--- src/rtl/i2c_mon_pkg.sv ---
// Shared types for the passive I2C bus monitor: FSM states and the record
// format pushed into the record FIFO.
package i2c_mon_pkg;

  localparam int REC_W = 10;

  typedef enum logic [1:0] {
    IDLE,
    BITS,
    ACK
  } mon_state_e;

  typedef struct packed {
    logic       first;
    logic       nack;
    logic [7:0] data;
  } mon_rec_t;

endpackage

--- src/rtl/i2c_mon_fifo.sv ---
// Generic synchronous first-word-fall-through FIFO with exact occupancy.
// A push while full only lands when a pop frees the head in the same cycle.
module i2c_mon_fifo #(
  parameter int WIDTH = 10,
  parameter int DEPTH = 8,
  localparam int AW = $clog2(DEPTH),
  localparam int LW = $clog2(DEPTH + 1)
) (
  input  logic             clk,
  input  logic             rst,
  input  logic             push,
  input  logic             pop,
  input  logic [WIDTH-1:0] din,
  output logic [WIDTH-1:0] dout,
  output logic [LW-1:0]    level,
  output logic             full,
  output logic             empty
);

  logic [WIDTH-1:0] mem [DEPTH];
  logic [AW-1:0]    wp;
  logic [AW-1:0]    rp;
  logic             wr;
  logic             rd;

  assign full  = (level == LW'(DEPTH));
  assign empty = (level == '0);
  assign rd    = pop && !empty;
  assign wr    = push && (!full || rd);
  assign dout  = empty ? '0 : mem[rp];

  always_ff @(posedge clk) begin
    if (wr) mem[wp] <= din;
  end

  always_ff @(posedge clk) begin
    if (rst) begin
      wp    <= '0;
      rp    <= '0;
      level <= '0;
    end else begin
      if (wr) wp <= wp + 1'b1;
      if (rd) rp <= rp + 1'b1;
      case ({wr, rd})
        2'b10:   level <= level + 1'b1;
        2'b01:   level <= level - 1'b1;
        default: level <= level;
      endcase
    end
  end

endmodule

--- src/rtl/i2c_bus_monitor.sv ---
// Passive I2C monitor: synchronises and glitch-filters SCL/SDA, decodes
// START/rSTART/STOP, bytes and ACK/NACK, and queues byte records.
module i2c_bus_monitor
  import i2c_mon_pkg::*;
#(
  parameter int SYNC_STAGES = 2,
  parameter int FILT_LEN    = 3,
  parameter int FIFO_DEPTH  = 8,
  localparam int LW = $clog2(FIFO_DEPTH + 1)
) (
  input  logic             pclk_i,
  input  logic             preset_i,
  input  logic             enable_i,
  input  logic             scl_i,
  input  logic             sda_i,
  output logic [REC_W-1:0] rec_o,
  output logic             valid_o,
  input  logic             ready_i,
  output logic [LW-1:0]    level_o,
  output logic             start_o,
  output logic             rstart_o,
  output logic             stop_o,
  output logic             abort_o,
  output logic             busy_o,
  output logic             overflow_o,
  input  logic             overflow_clr_i
);

  localparam int CW = $clog2(FILT_LEN + 1);

  // Index 0 carries SCL, index 1 carries SDA throughout.
  logic [SYNC_STAGES-1:0] scl_sync, sda_sync;
  logic [1:0]             raw_s, filt, prev;
  logic [CW-1:0]          fcnt [2];

  always_ff @(posedge pclk_i) begin
    if (preset_i) begin
      scl_sync <= '1;
      sda_sync <= '1;
    end else begin
      scl_sync <= {scl_sync[SYNC_STAGES-2:0], scl_i};
      sda_sync <= {sda_sync[SYNC_STAGES-2:0], sda_i};
    end
  end

  assign raw_s = {sda_sync[SYNC_STAGES-1], scl_sync[SYNC_STAGES-1]};

  always_ff @(posedge pclk_i) begin
    if (preset_i) begin
      filt <= '1;
      prev <= '1;
      for (int unsigned i = 0; i < 2; i++) fcnt[i] <= '0;
    end else begin
      prev <= filt;
      for (int unsigned i = 0; i < 2; i++) begin
        if (raw_s[i] != filt[i]) begin
          if (fcnt[i] == CW'(FILT_LEN - 1)) begin
            filt[i] <= raw_s[i];
            fcnt[i] <= '0;
          end else begin
            fcnt[i] <= fcnt[i] + 1'b1;
          end
        end else begin
          fcnt[i] <= '0;
        end
      end
    end
  end

  logic scl_f, sda_f, scl_q, sda_q;
  logic start_det, stop_det, scl_rise;

  assign scl_f     = filt[0];
  assign sda_f     = filt[1];
  assign scl_q     = prev[0];
  assign sda_q     = prev[1];
  assign start_det = scl_q && scl_f && sda_q && !sda_f;
  assign stop_det  = scl_q && scl_f && !sda_q && sda_f;
  assign scl_rise  = !scl_q && scl_f;

  mon_state_e state;
  logic [2:0] bcnt;
  logic [7:0] shreg;
  logic       first;
  logic       mid_byte;
  logic       push, pop, full, empty;
  mon_rec_t   push_rec;

  // The SCL rise that opens a START/STOP was already counted as a bit, so a
  // single counted edge means no real data bit has been transferred yet.
  assign mid_byte = (state == ACK) || (bcnt > 3'd1);
  assign push     = enable_i && (state == ACK) && scl_rise;
  assign push_rec = '{first: first, nack: sda_f, data: shreg};

  always_ff @(posedge pclk_i) begin
    if (preset_i) begin
      state    <= IDLE;
      bcnt     <= '0;
      shreg    <= '0;
      first    <= 1'b0;
      start_o  <= 1'b0;
      rstart_o <= 1'b0;
      stop_o   <= 1'b0;
      abort_o  <= 1'b0;
      busy_o   <= 1'b0;
    end else begin
      start_o  <= 1'b0;
      rstart_o <= 1'b0;
      stop_o   <= 1'b0;
      abort_o  <= 1'b0;
      if (!enable_i) begin
        state  <= IDLE;
        bcnt   <= '0;
        busy_o <= 1'b0;
      end else if (state != IDLE && stop_det) begin
        stop_o  <= 1'b1;
        abort_o <= mid_byte;
        busy_o  <= 1'b0;
        state   <= IDLE;
        bcnt    <= '0;
      end else if (start_det) begin
        bcnt   <= '0;
        first  <= 1'b1;
        state  <= BITS;
        busy_o <= 1'b1;
        if (state == IDLE) begin
          start_o <= 1'b1;
        end else begin
          rstart_o <= 1'b1;
          abort_o  <= mid_byte;
        end
      end else if (scl_rise) begin
        case (state)
          BITS: begin
            shreg <= {shreg[6:0], sda_f};
            bcnt  <= bcnt + 1'b1;
            if (bcnt == 3'd7) state <= ACK;
          end
          ACK: begin
            state <= BITS;
            bcnt  <= '0;
            first <= 1'b0;
          end
          default: ;
        endcase
      end
    end
  end

  assign pop     = valid_o && ready_i;
  assign valid_o = !empty;

  i2c_mon_fifo #(
    .WIDTH(REC_W),
    .DEPTH(FIFO_DEPTH)
  ) u_fifo (
    .clk  (pclk_i),
    .rst  (preset_i),
    .push (push),
    .pop  (pop),
    .din  (push_rec),
    .dout (rec_o),
    .level(level_o),
    .full (full),
    .empty(empty)
  );

  always_ff @(posedge pclk_i) begin
    if (preset_i)                   overflow_o <= 1'b0;
    else if (push && full && !pop)  overflow_o <= 1'b1;
    else if (overflow_clr_i)        overflow_o <= 1'b0;
  end

endmodule
--- config.mk ---
export PLATFORM = sky130hd
export DESIGN_NAME = i2c_bus_monitor
export DESIGN_NICKNAME = d
export VERILOG_FILES = /design/src/rtl/i2c_mon_pkg.sv /design/src/rtl/i2c_mon_fifo.sv /design/src/rtl/i2c_bus_monitor.sv
export SDC_FILE = /design/constraint.sdc
export NUM_CORES = 1
export LEC_CHECK = 0
export ABC_AREA = 1
export CORE_ASPECT_RATIO = 1.4
export CORE_MARGIN = 2
export CORE_UTILIZATION = 60
export CTS_CLUSTER_DIAMETER = 50
export CTS_CLUSTER_SIZE = 8
export DETAILED_ROUTE_END_ITERATION = 10
export PLACE_DENSITY_LB_ADDON = 0.1
export RECOVER_POWER = 50
export SETUP_SLACK_MARGIN = 0.15
export SLEW_MARGIN = 20
export SYNTH_ARGS = -nofsm -noshare
export SYNTH_HDL_FRONTEND = slang
export SYNTH_SLANG_ARGS = --single-unit
export TNS_END_PERCENT = 5
--- constraint.sdc ---
create_clock -name pclk_i -period 3.85 [get_ports pclk_i]
set_input_delay 0.5775 -clock pclk_i [delete_from_list [all_inputs] [get_ports pclk_i]]
set_output_delay 0.5775 -clock pclk_i [all_outputs]
set_load 0.1 [all_outputs]
# Word level (Yosys, flattened, before mapping)
# Memories as Yosys holds them, arrays and structs flattened. A register that Yosys moved wholly into a read port is not among the register bits.
# Index checks and enable logic that the tools add are counted.
# totals
ff_bits,38
ram_bits,84
word_cells,144
mem_count,2
# classes
addsub,7
magnitude_cmp,1
n_eq_ne,12
mux,52
bitwise,9
reduce_logical,42
# memory_table
name,depth,word_bits,read_ports,rd_clocked_by_memory_dff,wr,line_no,source
u_fifo.mem,8,10,1,1,1,i2c_mon_fifo.sv:20,logic [WIDTH-1:0] mem [DEPTH];
fcnt,2,2,2,0,2,i2c_bus_monitor.sv:34,logic [CW-1:0] fcnt [2];
# ops
op,n
$mux 1,39
$logic_and 1x1->1,14
$mux 2,7
$reduce_bool 2->1,6
$mux 10,1
$add 3x1->3 const B,3
$eq 2x2->1 const B,4
$pmux 4 s2,1
$reduce_or 4->1,2
$logic_not 1->1,6
$mux 3,2
$or 1x1->1,6
$pmux 3 s2,1
$reduce_and 2->1,3
$reduce_and 3->1,2
$reduce_and 5->1,1
$add 2x1->2 const B,2
$add 4x1->4 const B,1
$eq 2x1->1 const B,2
$eq 4x4->1 const B,1
$logic_not 4->1,1
$pmux 2 s2,1
$reduce_and 4->1,1
$sub 4x1->4 const B,1
other kinds (11),15

# Longest topological paths before layout
# An unclocked memory read counts as a cell.
# depth
word_depth,9
mapped_depth,15
depth_no_buf,15

# Modules after synthesis
# Synthesis repeated with hierarchy kept, for this count alone.
# unflattened
hier_cells,478
area_unflattened_um2,5131.2
# modules_own_cells
mod,n_inst,cells_per_inst,area_per_inst_um2
i2c_mon_fifo,1,322,3836.2
i2c_bus_monitor,1,156,1295.0

# Worst setup path after synthesis
# OpenSTA, ideal clock, no wires.
# synth_timing
path_kind,register -> output
start,register u_fifo.level[2]
end,output port rec_o[0]
arrival_time_ns,3.828
required_ns,3.273
path_slack_ns,-0.555
path_stages_with_launch,6
n_path_buf,1
path_cell_list,dfxtp_1 nor2_1 nand2_2 clkbuf_1 o21ai_0 nor2_1
# synth_between
elab_chain_len,2
# synth_rtl
item,line_no,source
from (decl),i2c_mon_fifo.sv:15,"output logic [LW-1:0] level,"
from (signal assigned),i2c_mon_fifo.sv:45,2'b10: level <= level + 1'b1;
from (signal assigned),i2c_mon_fifo.sv:46,2'b01: level <= level - 1'b1;
from (signal assigned),i2c_mon_fifo.sv:47,default: level <= level;
$logic_not 4->1,i2c_mon_fifo.sv:27,assign empty = (level == '0);
$mux 10,i2c_mon_fifo.sv:30,assign dout = empty ? '0 : mem[rp];
to (decl),i2c_bus_monitor.sv:16,"output logic [REC_W-1:0] rec_o,"
# Every way passes these cells.

==> impl_metrics.ini <==
[critical_path]
slowest_stage = inv_1
crit_arrival_ns = 2.58
cp-start-kind = flop
cp_max_fo = 29
crit_path_max_incr_delay_ns = 0.62
crit_family = buffers and inverters
cp_num_buf_inv = 3
cp_cell_sequence = inv_1 > buf_4 > nor2_1 > o32ai_1 > nor2_1 > nor2_2 > buf_4
worstPathRequired_ns = 3.27
cp-end-kind = primary output
rrSetupSlack_ns = 1.23
crit_type = flop to primary output

[power]
clkPwrFrac_pct = 31.8
finalPower_mw = 4.724
power.internal_mw = 2.866
leakage_nw = 2.404
peakVddDrop_mv = 0.7376
switching_share_pct = 39.33
p_switching_mw = 1.858
power_density_nw_per_um2 = 791.2
seqPwrFrac_pct = 32.3
pwr-share-comb_pct = 35.9

[sta]
fin_crit_sh_pct = 82.00
tns_ns = 0
grt_setup_unrepaired = no
period_needed_ns = 3.157
drv_slew = 0
clock.fmax_ghz = 0.3168
worstMarginPinSlew_ns = 0.9734
hold_viol = 0
layout_setup_ws_ns = 0.6930
setup_violations = 0
finClkSkew_ns = 0.005311
slew_headroom_pct = 34.90

[floorplan]
die_w_microns = 81.49
rows = 39
initial_utilization_pct = 61.89
fp.dieH_microns = 112.5
ioPinCount = 28
coreArea_sq_um = 8149
die_area_sq_um = 9165

[synthesis]
synth_top_area_cell = edfxtp_1
ys_seq_area_share_pct = 66.29
avgSynthCellArea_sq_um = 10.44
synth_top_area_share_pct = 50.01
syn_area_sq_um = 5044
synth_cell_types = 29
synthTopCellsByArea = edfxtp_1 (50%), dfxtp_1 (16%), nor2_1 (9.6%)
synth_common_cells = nor2_1 (129), edfxtp_1 (84), o21ai_0 (62), dfxtp_1 (41), nand2_1 (38)
ys_ff_latch = 125
async_reset_ff_share_pct = 0
synth_top_flop_cell = edfxtp_1
yosysMostFrequentCell = nor2_1
synth_edf_count = 84
yosysWarnings = 0
synthCells = 483

[drt]
viasPerCell = 5.460
firstDrtPassIters = 4
drc = 0
wl_per_cell_microns = 15.82
wirelength_microns = 10040
ant_nets = 0
drt_iter0_drc = 257
dr_total_vias = 3467

[grt]
track_usage_pct = 24.14
antenna_found_initial = 0
grt_start_max_net_pins = 41
first_global_vias = 3406
grt_overflow_total = 0
grt_pass1_wl_microns = 16060

[final_layout]
final_core_util_pct = 73.27
drive_gt1_share_pct = 12.01
area_delta_synth_final_pct = 18.38
diodes = 0
final_nets = 537

[clocking]
cts_num_sinks = 125
postCtsSetupRepairBufs = 0
clk_latency_ns = 0.40
ctsHoldBuffers = 0
root_buffer = clkbuf_16
h-tree-depth = 4
clk_pin_slew_ns = 0.05
cts_tree = built
clockBufferDepth = 2
cts_resized = 0
numCtsBuffers = 17

[place]
place_hpwl_microns = 6835
place.gp.congestion = 0.8669
place_worst_setup_slack_ns = 1.100
numPortBuffers = 27

[job]
drv_cap = 0

[status]
outcome = finished, final reports clean

[worst_hold_path]
hold_class = flop to flop
[power by group through the flow]
stage | Clock (mW) | Sequential, mW | Combinational [mW]
after floorplan | 0 | 1.69 | 1.21
after global placement | 0 | 1.55 | 1.68
after detailed placement | 0 | 1.55 | 1.70
after CTS | 1.52 | 1.52 | 1.70
after global routing | 1.58 | 1.53 | 1.83
final | 1.50 | 1.52 | 1.70
[state kept, by name, indices dropped and copies added, names as in the netlist, 2 cells and up, named ones only]
name / flops
bcnt: 3
filt: 2
prev: 2
scl_sync: 2
u_fifo.level: 4
sda_sync: 2
u_fifo.rp: 3
shreg: 8
u_fifo.wp: 3
u_fifo.mem: 80
fcnt: 4
state: 2
[metal layers]
metal | share of wire [%] | up-vias | GRT usage, %
met3 | 3.6 | 33 | 7.154
met4 | 4.0 | 0 | 13.56
li1 | - | 1722 | -
met5 | 0 | - | 0
met2 | 54 | 96 | 40.98
met1 | 39 | 1616 | 26.22
[per-stage QoR]
| stage | cell area (sq um) | std cells | hold slack, ns |
|---|---|---|---|
| 5_1_grt | 5971 | 635 | 0.4242 |
| 2_1_floorplan | 5079 | 486 | 0.3895 |
| 3_5_place_dp | 5416 | 603 | 0.3989 |
| 4_1_cts | 5988 | 635 | 0.4112 |
| 6_report | 5971 | 635 | 0.4070 |
| 3_3_place_gp | 5416 | 603 | 0.3960 |
[placed cells by master (no fill, tap or decap), drive strengths merged]
cell and n:
nand2 43, clkbuf 25, bufinv 2, dlygate4sd3 1, edfxtp 84, nor2 132
clkinv 5, o21ai 66, nand3 15, clkdlybuf4s50 16, xor2 2, ha 10
o211ai 1, nor4 1, conb 4, a21oi 16, clkinvlp 2, buf 15
dfxtp 41, nor3 4, nand4 2, a2bb2oi 1, o32ai 10, inv 30
or2 5
[final cells by class]
| type | instances | area (sq um) |
|---|---|---|
| sequential | 125 | 3343 |
| clock inverter | 7 | 86.33 |
| inverter | 32 | 121.4 |
| tap | 102 | 127.6 |
| clock buffer | 25 | 485.5 |
| multi-input combinational | 312 | 1524 |
| fill | 558 | 2178 |
| timing repair buffer | 32 | 282.8 |
[worst register-to-register path: cells and delay by family, from the launching register on]
family,cells,cell delay (ns)
buffers and inverters,4,0.44
flip-flops,1,0.32
AND/OR/NAND/NOR,5,1.24
adder cells (fa/ha/maj),1,0.24
[logic make-up after synthesis]
kind of cell               after synthesis  synth area share (%)
xor gates and xnor gates                 2                0.3474
adders and majority gates               10                 2.481
other                                    1               0.07435
AOI/OAI and AO/OA                       94                 10.20
DFF                                    125                 66.29
and+or+nand+nor                        202                 16.79
buffers and inverters                   49                 3.820
[path summary, 6_finish.rpt]
check,start,endpoint,cells past startpoint
max,flop,rec_o[3],7
max reg2reg,state[0],u_fifo.mem[2][5],10
min reg2reg,sda_sync[0],sda_sync[1],1
min,sda_sync[0],sda_sync[1],1
No activity file was read; power rests on OpenSTA's default activity.
